--- src/rtl/ram_arb_pkg.sv ---
// ============================================================================
//  Module      : ram_arb_pkg
//  Description : Shared types for the RAM arbiter (requester id, read tag).
//  Revision    : 1.0 - initial release
// ============================================================================
`default_nettype none

package ram_arb_pkg;

   localparam int N_REQ_DEFAULT = 4;
   localparam int N_REQ_MAX     = 8;
   // Id width is sized for the largest supported requester count so one
   // typedef serves every legal N_REQ.
   localparam int ID_W          = $clog2(N_REQ_MAX);

   typedef logic [ID_W-1:0] req_id_t;

   typedef struct packed {
      logic    valid;
      req_id_t id;
   } rd_tag_t;

   // Pointer value that gives requester 0 the highest priority.
   function automatic req_id_t ptr_reset(input int n);
      return req_id_t'(n - 1);
   endfunction

endpackage

`default_nettype wire

--- src/rtl/ram_arbiter_rr_picker.sv ---
// ============================================================================
//  Module      : rr_picker
//  Description : Round-robin picker; search starts one above ptr, one-hot out.
//  Revision    : 1.0 - initial release
// ============================================================================
`default_nettype none

module rr_picker
   import ram_arb_pkg::*;
#(
   parameter int N = N_REQ_DEFAULT
) (
   input  logic [N-1:0] req,
   input  req_id_t      ptr,
   output logic [N-1:0] gnt
);

   req_id_t        shift;
   logic [N-1:0]   rot;
   logic [N-1:0]   rot_gnt;

   // Rotate so the first candidate sits at bit 0, take the lowest set bit,
   // then rotate the grant back into place.
   always_comb begin
      shift   = (ptr == req_id_t'(N - 1)) ? '0 : ptr + req_id_t'(1);
      rot     = N'({req, req} >> shift);
      rot_gnt = rot & (~rot + N'(1));
      gnt     = N'(({rot_gnt, rot_gnt} << shift) >> N);
   end

endmodule

`default_nettype wire

--- src/rtl/ram_arbiter.sv ---
// ============================================================================
//  Module      : ram_arbiter
//  Description : N-requester arbiter onto a 1W/1R synchronous RAM with
//                independent round-robin write and read arbitration.
//                Optional write lock enabled by macro RAM_ARB_LOCK_EN.
//  Revision    : 1.0 - initial release
// ============================================================================
`default_nettype none

module ram_arbiter
   import ram_arb_pkg::*;
#(
   parameter int N_REQ   = N_REQ_DEFAULT,
   parameter int D_WIDTH = 32,
   parameter int A_WIDTH = 5
) (
   input  logic                       clk,
   input  logic                       rst,
   input  logic [N_REQ-1:0]           req_valid,
   input  logic [N_REQ-1:0]           req_we,
   input  logic [N_REQ*A_WIDTH-1:0]   req_addr,
   input  logic [N_REQ*D_WIDTH-1:0]   req_wdata,
`ifdef RAM_ARB_LOCK_EN
   input  logic [N_REQ-1:0]           req_lock,
`endif
   output logic [N_REQ-1:0]           req_ready,
   output logic [N_REQ-1:0]           rsp_valid,
   output logic [D_WIDTH-1:0]         rsp_rdata,
   output logic                       write_en,
   output logic [A_WIDTH-1:0]         write_addr,
   output logic [D_WIDTH-1:0]         write_data,
   output logic                       read_en,
   output logic [A_WIDTH-1:0]         read_addr,
   input  logic [D_WIDTH-1:0]         read_data
);

   logic [N_REQ-1:0]   wr_req, rd_req, wr_pick, rd_cand, wr_gnt, rd_gnt;
   req_id_t            wr_id, rd_id;
   logic [A_WIDTH-1:0] wr_addr, rd_addr;
   logic [D_WIDTH-1:0] wr_data;
   logic               wr_any, rd_any;

   req_id_t            wr_ptr_q, wr_ptr_d, rd_ptr_q, rd_ptr_d;
   logic               write_en_q, write_en_d, read_en_q, read_en_d;
   logic [A_WIDTH-1:0] write_addr_q, write_addr_d, read_addr_q, read_addr_d;
   logic [D_WIDTH-1:0] write_data_q, write_data_d, rdata_hold_q, rdata_hold_d;
   rd_tag_t            tag1_q, tag1_d, tag2_q, tag2_d;

   assign wr_req = req_valid & req_we;
   assign rd_req = req_valid & ~req_we;

   rr_picker #(.N(N_REQ)) u_wr_pick (
      .req (wr_req),
      .ptr (wr_ptr_q),
      .gnt (wr_pick)
   );

   rr_picker #(.N(N_REQ)) u_rd_pick (
      .req (rd_req),
      .ptr (rd_ptr_q),
      .gnt (rd_cand)
   );

`ifdef RAM_ARB_LOCK_EN
   logic [N_REQ-1:0] lock_q, lock_d;
   logic             lock_hold;

   // lock_q holds the one-hot owner; it persists while the owner keeps writing.
   always_comb begin
      lock_hold = |(wr_req & lock_q);
      wr_gnt    = lock_hold ? lock_q : wr_pick;
      lock_d    = lock_hold ? lock_q : '0;
      if (|(wr_gnt & req_lock)) lock_d = wr_gnt;
   end

   always_ff @(posedge clk or negedge rst) begin
      if (!rst) lock_q <= '0;
      else      lock_q <= lock_d;
   end
`else
   assign wr_gnt = wr_pick;
`endif

   always_comb begin
      wr_id   = '0;
      rd_id   = '0;
      wr_addr = '0;
      wr_data = '0;
      rd_addr = '0;
      for (int i = 0; i < N_REQ; i++) begin
         if (wr_gnt[i]) begin
            wr_id   = req_id_t'(i);
            wr_addr = req_addr[i*A_WIDTH +: A_WIDTH];
            wr_data = req_wdata[i*D_WIDTH +: D_WIDTH];
         end
         if (rd_cand[i]) begin
            rd_id   = req_id_t'(i);
            rd_addr = req_addr[i*A_WIDTH +: A_WIDTH];
         end
      end
      wr_any    = |wr_gnt;
      // A read hitting the address being written this cycle waits one cycle
      // so it observes the new data.
      rd_gnt    = (wr_any && (rd_addr == wr_addr)) ? '0 : rd_cand;
      rd_any    = |rd_gnt;
      req_ready = wr_gnt | rd_gnt;
   end

   always_comb begin
      wr_ptr_d     = wr_any ? wr_id : wr_ptr_q;
      rd_ptr_d     = rd_any ? rd_id : rd_ptr_q;
      write_en_d   = wr_any;
      write_addr_d = wr_addr;
      write_data_d = wr_data;
      read_en_d    = rd_any;
      read_addr_d  = rd_addr;
      tag1_d.valid = rd_any;
      tag1_d.id    = rd_id;
      tag2_d       = tag1_q;
      rdata_hold_d = tag2_q.valid ? read_data : rdata_hold_q;
   end

   always_ff @(posedge clk or negedge rst) begin
      if (!rst) begin
         wr_ptr_q     <= ptr_reset(N_REQ);
         rd_ptr_q     <= ptr_reset(N_REQ);
         write_en_q   <= 1'b0;
         write_addr_q <= '0;
         write_data_q <= '0;
         read_en_q    <= 1'b0;
         read_addr_q  <= '0;
         tag1_q       <= '0;
         tag2_q       <= '0;
         rdata_hold_q <= '0;
      end else begin
         wr_ptr_q     <= wr_ptr_d;
         rd_ptr_q     <= rd_ptr_d;
         write_en_q   <= write_en_d;
         write_addr_q <= write_addr_d;
         write_data_q <= write_data_d;
         read_en_q    <= read_en_d;
         read_addr_q  <= read_addr_d;
         tag1_q       <= tag1_d;
         tag2_q       <= tag2_d;
         rdata_hold_q <= rdata_hold_d;
      end
   end

   always_comb begin
      for (int i = 0; i < N_REQ; i++) begin
         rsp_valid[i] = tag2_q.valid && (tag2_q.id == req_id_t'(i));
      end
   end

   assign rsp_rdata  = tag2_q.valid ? read_data : rdata_hold_q;
   assign write_en   = write_en_q;
   assign write_addr = write_addr_q;
   assign write_data = write_data_q;
   assign read_en    = read_en_q;
   assign read_addr  = read_addr_q;

endmodule

`default_nettype wire
--- config.mk ---
export PLATFORM = sky130hd
export DESIGN_NAME = ram_arbiter
export DESIGN_NICKNAME = d
export VERILOG_FILES = /design/src/rtl/ram_arb_pkg.sv /design/src/rtl/ram_arbiter_rr_picker.sv /design/src/rtl/ram_arbiter.sv
export SDC_FILE = /design/constraint.sdc
export NUM_CORES = 1
export LEC_CHECK = 0
export CAP_MARGIN = 20
export CORE_MARGIN = 2
export CORE_UTILIZATION = 41
export CTS_CLUSTER_DIAMETER = 30
export CTS_CLUSTER_SIZE = 25
export DETAILED_ROUTE_END_ITERATION = 8
export PLACE_DENSITY = 0.87
export SYNTH_ARGS = -nofsm -noshare
export SYNTH_HDL_FRONTEND = slang
export SYNTH_SLANG_ARGS = --single-unit
--- constraint.sdc ---
create_clock -name clk -period 7.7 [get_ports clk]
set_input_delay 0.77 -clock clk [delete_from_list [all_inputs] [get_ports clk]]
set_output_delay 0.77 -clock clk [all_outputs]
set_load 0.01 [all_outputs]
==> results.cfg <==
[critical_path]
cp_cell_sequence = clkdlybuf4s50_1, nand3b_1, a21oi_1, or2_2, nor2_1, a31oi_1, xor2_1, nor4b_4, o21ai_1, clkdlybuf4s50_1
cp_max_fo = 60
critPathKind = in2out
r2r_slack_ns = 3.95
crit_path_max_incr_delay_ns = 0.87
worst_path_max_delay_cell = or2_2
reg2reg_to = tag1_q[3]$_DFF_PN0_
timing.rr.start = wr_ptr_q[0]$_DFFE_PN1P_
cpMostUsedCell = clkdlybuf4s50_1
crit_arrival_ns = 4.58
start_kind = input pin
crit_end = req_ready[3]
r2r_cells = 9
end_kind = output port
startpoint = req_we[0]
cp.required_ns = 6.93

[place]
gp_congestion = 0.925
place_hpwl_um = 13300
place_ws_ns = 2.40
dp.cells = 882
port_buffers = 273

[synthesis]
ys_async_sr_fraction_pct = 100
syn_area_um2 = 4530
syn_nets = 686
synth_top_area_cell = dfrtp_1
synth.distinct_cells = 57
synth_edf_count = 0
synth_seq_area_share_pct = 47.1
synth.top_cells.by_area = dfrtp_1 45%, a21oi_1 10%, mux2_2 8.0%
avgSynthCellArea_um2 = 9.17
netlist_instances = 494
ys_ff_latch = 85
ys.warnings.count = 0
ys.flop_type = dfrtp_1
synth_top_area_share_pct = 44.8

[detailed_routing]
avgViaCountPerCell = 5.47
drt_iter0_drc = 369
vias = 4925
antenna_left = 0
wl_um = 16700
wl_per_cell_um = 18.6
first_pass_iters = 7
drc = 0

[die]
initial_core_util_pct = 42.0
fp.dieW_um = 109
die_h_um = 109
core_um2 = 10800
std_cell_rows = 38
ioPinCount = 274
dieArea_um2 = 11900

[clock_network]
cts_sinks = 85
cts_tree = yes
clkLatencyLatePin_ns = 0.36
cts_inserted_buffers = 9
clkSlewWorstSetupHoldPaths_ns = 0.08
h-tree-depth = 3
clock-root-buffer = clkbuf_8
cts-resized-gates = 0
cts_hold_buf = 0
max-clock-path-buffers = 2
cts_setup_buffers = 0

[pwr]
power_density_nw_per_um2 = 320
vdd_drop_max_mv = 0.174
p_leak_nw = 3.14

[cells_and_area]
layout.nets = 947
seqCellArea_um2 = 2130
multi_input_area_um2 = 2240
layout_commonest_cell = clkdlybuf4s50_1
drive_gt1_share_pct = 9.87
stdcell_count = 900
final_cell_mix = 272 x clkdlybuf4s50_1, 93 x a21oi_1, 81 x dfrtp_1
fillerInstances = 800
final_util_pct = 70.4
antenna_cells = 0
area_growth_syn_to_layout_pct = 67.7

[timing]
fin_ws_ns = 2.35
finalCritPeriodShare_pct = 69.5
maxSlewViolCount = 0
fmax_ghz = 0.187
period_needed_ns = 5.35
setup_viol_count_final = 0
tightest_slew_ns = 1.06
slew_headroom_pct = 29.5
hold_ws_ns = 0.353
grt_setup_unrepaired = no
fin_worst_skew_ns = 0.0130
tns_ns = 0
finalHoldViolCount = 0

[global_route]
grt_pass1_vias = 4830
grt_max_degree = 86
overflow = 0
grtUsageTotal_pct = 27.0
grt_pass1_wl_um = 24300
antenna_found_initial = 0

[min_path]
hp-class = reg2reg

[status]
outcome = finished, final reports clean

[job]
cap_violations = 0
==> metrics by stage <==
step	area [µm²]	total power [mW]
4_1_cts	7560	2.44
3_5_place_dp	7350	2.09
6_report	7590	2.43
3_3_place_gp	7350	2.05
2_1_floorplan	4530	1.41
5_1_grt	7590	2.58
==> synth_stat cells, types with 2 or more instances <==
library cell	instances
a31o_2	2
clkbuf_1	18
o21ai_0	9
a21oi_1	93
or3_1	3
nor2_1	41
o221ai_1	3
dfrtp_1	81
a22oi_1	4
mux2_2	32
o22ai_1	9
nand3b_1	4
or2_2	3
buf_1	5
and2b_1	3
dfstp_2	4
nand2_1	80
o21ai_1	4
ha_1	2
a31oi_1	2
inv_1	10
o211ai_1	8
buf_2	4
o21a_1	5
a221o_1	3
nand4_1	2
a21o_1	4
o21bai_1	2
buf_4	2
a211oi_1	4
o211a_1	2
and2_1	8
nand3_1	3
a222oi_1	5
and3_1	3
nand2b_1	6
==> cell families after synthesis <==
family / Yosys count / synth area share, %
muxes: 32 / 7.96
and+or+nand+nor: 165 / 17.1
adders and majority gates: 2 / 0.552
DFF: 85 / 47.1
xor gates and xnor gates: 1 / 0.193
buffers and inverters: 39 / 3.51
AOI/OAI and AO/OA: 170 / 23.6
==> layer usage <==
| layer | GRT usage, % | wire [µm] | vias to the layer above |
|---|---|---|---|
| met5 | 0 | 0 | - |
| met4 | 14.9 | 852 | 0 |
| met3 | 5.50 | 1290 | 55 |
| met2 | 46.3 | 8300 | 263 |
| met1 | 31.4 | 6280 | 2316 |
| li1 | - | - | 2291 |
==> flip-flops by register name (all words and copies together) (netlist names) <==
signal	flops
rdata_hold_q	32
write_data	32
read_addr	5
write_addr	5
tag1_q	3
tag2_q	3
rd_ptr_q	2
wr_ptr_q	2
write_en	1
==> area by class of cell <==
type / count / share of cell area [%]
inverters: 10 / 0.494
clock inverters: 6 / 0.972
repair buffers: 279 / 36.8
flip-flops and latches: 85 / 28.1
multi-input cells: 370 / 29.5
clock buffers: 10 / 1.81
well taps: 140 / 2.31
==> worst max-delay path: cells and delay by family <==
kind,cells,cell delay [ns]
AO/OA/AOI/OAI,3,0.71
XOR/XNOR,1,0.29
buffers and inverters,2,1.24
AND/OR/NAND/NOR,4,1.55
==> power breakdown <==
part / switching [mW] / internal, mW / total, mW
sequential: 0.0811 / 0.650 / 0.731
combinational: 0.645 / 0.715 / 1.36
clock: 0.173 / 0.165 / 0.338
==> worst min path at each step <==
stage / cells past startpoint / slack [ns] / endpoint / from
2_1_floorplan: 0 / 0.33 / tag2_q[0]$_DFF_PN0_ / tag1_q[0]$_DFF_PN0_
3_3_place_gp: 0 / 0.34 / tag2_q[1]$_DFF_PN0_ / tag1_q[1]$_DFF_PN0_
3_5_place_dp: 0 / 0.34 / tag2_q[1]$_DFF_PN0_ / tag1_q[1]$_DFF_PN0_
4_1_cts: 0 / 0.36 / tag2_q[1]$_DFF_PN0_ / tag1_q[1]$_DFF_PN0_
5_1_grt: 0 / 0.36 / tag2_q[1]$_DFF_PN0_ / tag1_q[1]$_DFF_PN0_
6_report: 0 / 0.35 / tag2_q[1]$_DFF_PN0_ / tag1_q[1]$_DFF_PN0_
Power figures use the tool's default switching activity.
==> variant 1: new RTL, same settings <==
Change the parameter `A_WIDTH` from 5 to 7.
--- a/src/rtl/ram_arbiter.sv
+++ b/src/rtl/ram_arbiter.sv
@@ -14,3 +14,3 @@
    parameter int D_WIDTH = 32,
-   parameter int A_WIDTH = 5
+   parameter int A_WIDTH = 7
 ) (
Interface: changed (resized read_addr, req_addr and write_addr); port bits go from 274 to 286. No check against the original RTL was run, so the function may have changed too.
==> variant 1 against the original RTL <==
- worst setup slack improved by 0.059 ns
- register-to-register slack worse by 0.07 ns
- cell area increased by 1.2%
- wire length decreased by 2.4%
- area after synthesis is 1.1% lower
- sequential cell count up 4
- total power shrank 2.3%
- maximum frequency increased by 1.1%
- highest routed layer unchanged
==> variant 1: results <==
{
  "worst-endpoint-arrival_ns": 4.52,
  "inverters": 6,
  "critPathTopFamily": "compound AO/OA/AOI/OAI gates",
  "worst_path_largest_cell_delay_ns": 0.66,
  "place_area_um2": 7430,
  "pin_count_of_the_biggest_net_entering_global_routing": 90,
  "met1_usage": 0.288,
  "drive_above_1_share": 0.0868,
  "p_total_mw": 2.37,
  "postSynthAreaPerCell_um2": 9.05,
  "route.met3.wl_mm": 1.76,
  "clock_area_frac": 0.0233,
  "groute.usage.overall": 0.266,
  "yosysWarnings": 0,
  "htreeDepth": 3,
  "cp_max_delay_cell": "a221o_1",
  "worst_ir_drop_vdd_uv": 202,
  "routed-wl-met2_mm": 7.90,
  "dp_hpwl_mm": 12.5,
  "synthDistinctLibCells": 51,
  "first_pass_iters": 6,
  "status": "completed",
  "power_switching_share": 0.371,
  "grt_pass1_vias": 4897,
  "antenna-diode-count": 1,
  "synth_commonest_cells": "a21oi_1, nand2_1, dfrtp_1",
  "dp_cells": 892,
  "drtIter0Drc": 337,
  "gr-usage-met2": 0.443,
  "avgViaCountPerCell": 5.48,
  "cells_on_worst_reg2reg_path": 11,
  "globalplace.congestion": 0.907,
  "synth-seq-area-share": 0.498,
  "nFillCells": 828,
  "n_all_buffers": 293,
  "numClockSinks": 89,
  "seq-cell-share": 0.290,
  "power.static_leakage_nw": 3.18,
  "wl_per_cell_um": 17.9,
  "mappedNetlistNets": 695,
  "layout.area.seq_um2": 2230,
  "final_nets": 967,
  "final-nonclk-buf-share": 0.384,
  "timing.slew.headroom": 0.464,
  "num-multi-input-gates": 368,
  "yosys-top-cells-area": "dfrtp_1, a21oi_1, mux2_2",
  "preCtsSetupSlack_ns": 2.47,
  "wirelength_met1_mm": 5.65,
  "met3_track_demand_over_resource": 0.0886,
  "multi_input_area_share": 0.276,
  "cp_max_fo": 21,
  "quantity_of_i_o_buffers_inserted_on_ports": 285,
  "worst_skew_ns": 0.0119,
  "postSynth.topFlopCell": "dfrtp_1",
  "grt_first_pass_wirelength_mm": 24.0,
  "combinationalPowerShare": 0.567
}
==> variant 1: path summary, 6_finish.rpt <==
check,endpoint,slack (ns),start
min,tag2_q[1],0.35,tag1_q[1]
max reg2reg,rd_ptr_q[1],3.88,wr_ptr_q[0]
max in group asynchronous,wr_ptr_q[0],6.60,rst
min reg2reg,tag2_q[1],0.35,tag1_q[1]
min in group asynchronous,rdata_hold_q[2],0.40,rst
max,req_ready[1],2.41,wr_ptr_q[0]
==> variant 1: kinds of logic (layout without fill, tap and decap cells) <==
family	after synthesis	in the layout	synth area share
AOI/OAI and AO/OA	169	169	0.220
xor gates and xnor gates	7	7	0.0137
adders and majority gates	2	2	0.00558
buffers and inverters	38	315	0.0349
DFF	89	89	0.498
muxes	32	32	0.0804
other	0	1	0
and+or+nand+nor	158	158	0.147
==> variant 2: new RTL, same flow settings <==
Without the edit above. `write_data_q` no longer has a reset.
--- a/src/rtl/ram_arbiter.sv
+++ b/src/rtl/ram_arbiter.sv
@@ -128,3 +128,2 @@
          write_addr_q <= '0;
-         write_data_q <= '0;
          read_en_q    <= 1'b0;
@@ -139,3 +138,2 @@
          write_addr_q <= write_addr_d;
-         write_data_q <= write_data_d;
          read_en_q    <= read_en_d;
@@ -146,2 +144,6 @@
       end
+   end
+
+   always_ff @(posedge clk) begin
+      write_data_q <= write_data_d;
    end
Behaviour: not the same (Yosys sat finds a counterexample within 4 cycles, from zero or initial values and one cycle with rst low).
==> variant 2 against the original RTL <==
- sequential cell count unchanged
- worst hold slack is essentially flat
- worst setup slack got worse by 0.14 ns
- clock skew is essentially flat
- area after synthesis fell by 3.5%
- wire length increased by 0.28%
- cell area shrank 2.8%
- global-route usage increased by 1.4 points
- largest cell class unchanged
- register-to-register slack about the same
- synthesized cell count did not move
- total power down 1.1%
==> variant 2: results <==
{
  "globalplace.congestion": 0.988,
  "synthDistinctLibCells": 58,
  "dp_hpwl_mm": 13.6,
  "area.growth.synth_to_final_pct": 69.0,
  "worst_setup_hold_path_clk_slew_ns": 0.09,
  "achievable-frequency_mhz": 182,
  "cp_max_delay_cell": "nor2_2",
  "critPathTopFamily": "buffers and inverters",
  "ys_async_sr_fraction": 0.624,
  "yosys-top-cells-area": "dfrtp_1, dfxtp_1, a21oi_1",
  "post_cts_buffers": 0,
  "timing.reg2reg.setup_slack_ns": 3.96,
  "quantity_of_i_o_buffers_inserted_on_ports": 273,
  "worst-endpoint-arrival_ns": 4.72,
  "synth-seq-area-share": 0.451,
  "ctsResizeCount": 0,
  "pin_count_of_the_biggest_net_entering_global_routing": 61,
  "worst_skew_ns": 0.0131,
  "wl_per_cell_um": 18.7,
  "groute.usage.overall": 0.284,
  "final_nets": 946,
  "launch_instance_of_the_worst_min_delay_path": "tag1_q[0]",
  "cts_made_buffers": 9,
  "min_to": "tag2_q[0]",
  "antenna_found_initial": 0,
  "cp_max_fo": 20,
  "grt_pass1_vias": 4721,
  "nFillCells": 774,
  "worst_r2r_startpoint": "wr_ptr_q[0]",
  "place_area_um2": 7190,
  "status": "completed",
  "preCtsSetupSlack_ns": 2.26,
  "critical_path.reg2reg.endpoint": "rd_ptr_q[1]",
  "min-delay-path-class": "reg2reg",
  "power.static_leakage_nw": 2.99,
  "worst_slew_pin_slew_ns": 1.15,
  "avgViaCountPerCell": 5.44,
  "cts_root_buf": "clkbuf_8",
  "synth_commonest_cells": "a21oi_1, nand2_1, dfrtp_1",
  "whs_path_depth": 0,
  "grt_first_pass_wirelength_mm": 24.9,
  "dp_cells": 879,
  "drtIter0Drc": 418,
  "clock_latency_at_the_later_pin_of_the_worst_skew_pair_ns": 0.36,
  "worst_ir_drop_vdd_uv": 174,
  "htreeDepth": 3,
  "mappedNetlistNets": 686,
  "postSynthAreaPerCell_um2": 8.84,
  "worst_path_largest_cell_delay_ns": 0.65,
  "drive_above_1_share": 0.0975,
  "first_pass_iters": 5,
  "clk_buf_depth": 2,
  "antenna-diode-count": 0,
  "vias": 4870,
  "yosysWarnings": 0
}
## variant 2: cell types whose count changed after synthesis
cell	delta
dfrtp_1	-32
dfxtp_1	+32
## variant 2: power breakdown
group / leakage, nW / switching (mW) / internal [mW]
sequential: 0.894 / 0.0862 / 0.651
combinational: 1.99 / 0.636 / 0.712
clock: 0.103 / 0.186 / 0.130
## variant 2: worst max-delay path by stage
stage / startpoint / to / cells after the start
after floorplan: wr_ptr_q[0] / req_ready[2] / 10
after global placement: req_we[0] / req_ready[3] / 10
after detailed placement: req_we[0] / req_ready[3] / 11
after CTS: req_we[0] / req_ready[3] / 11
after global routing: req_valid[1] / req_ready[3] / 10
final: req_we[0] / req_ready[3] / 11
## variant 2: kinds of logic (layout without fill, tap and decap cells)
kind of cell | Yosys count | after routing | synth area share
and+or+nand+nor | 165 | 165 | 0.177
buffers and inverters | 39 | 304 | 0.0364
xor gates and xnor gates | 1 | 1 | 0.00200
muxes | 32 | 32 | 0.0825
adders and majority gates | 2 | 2 | 0.00573
AOI/OAI and AO/OA | 170 | 170 | 0.245
DFF | 85 | 85 | 0.451
## variant 2: layer usage
metal  wire, µm  GRT usage  share of wire
met1       6200      0.320           0.37
met2       8650      0.524           0.52
met5          0          0              0
met3       1610     0.0760          0.096
met4        308     0.0779          0.018
## variant 2: worst reg2reg max path: stages, from the launching register on
cell and delay [ns]:
dfstp_2 0.62, ha_1 0.36, nand3b_1 0.20, a21oi_1 0.28, or2_2 0.86, nor2_1 0.20, o22ai_1 0.23, nand4b_1 0.18
nor4b_4 0.56, o221ai_1 0.18
## variant 2: final cells by class
class	count	share of cell area
Clock inverter	7	0.00999
Tap cell	136	0.0230
Inverter	10	0.00508
Timing Repair Buffer	278	0.374
Sequential cell	85	0.267
Clock buffer	9	0.0168
Multi-Input combinational cell	370	0.304
## variant 2: stage by stage
stage	total power, mW	hold WS, ns
after floorplan	1.41	0.331
after CTS	2.40	0.357
final	2.40	0.354
after global placement	2.06	0.332
after detailed placement	2.09	0.336
after global routing	2.54	0.375
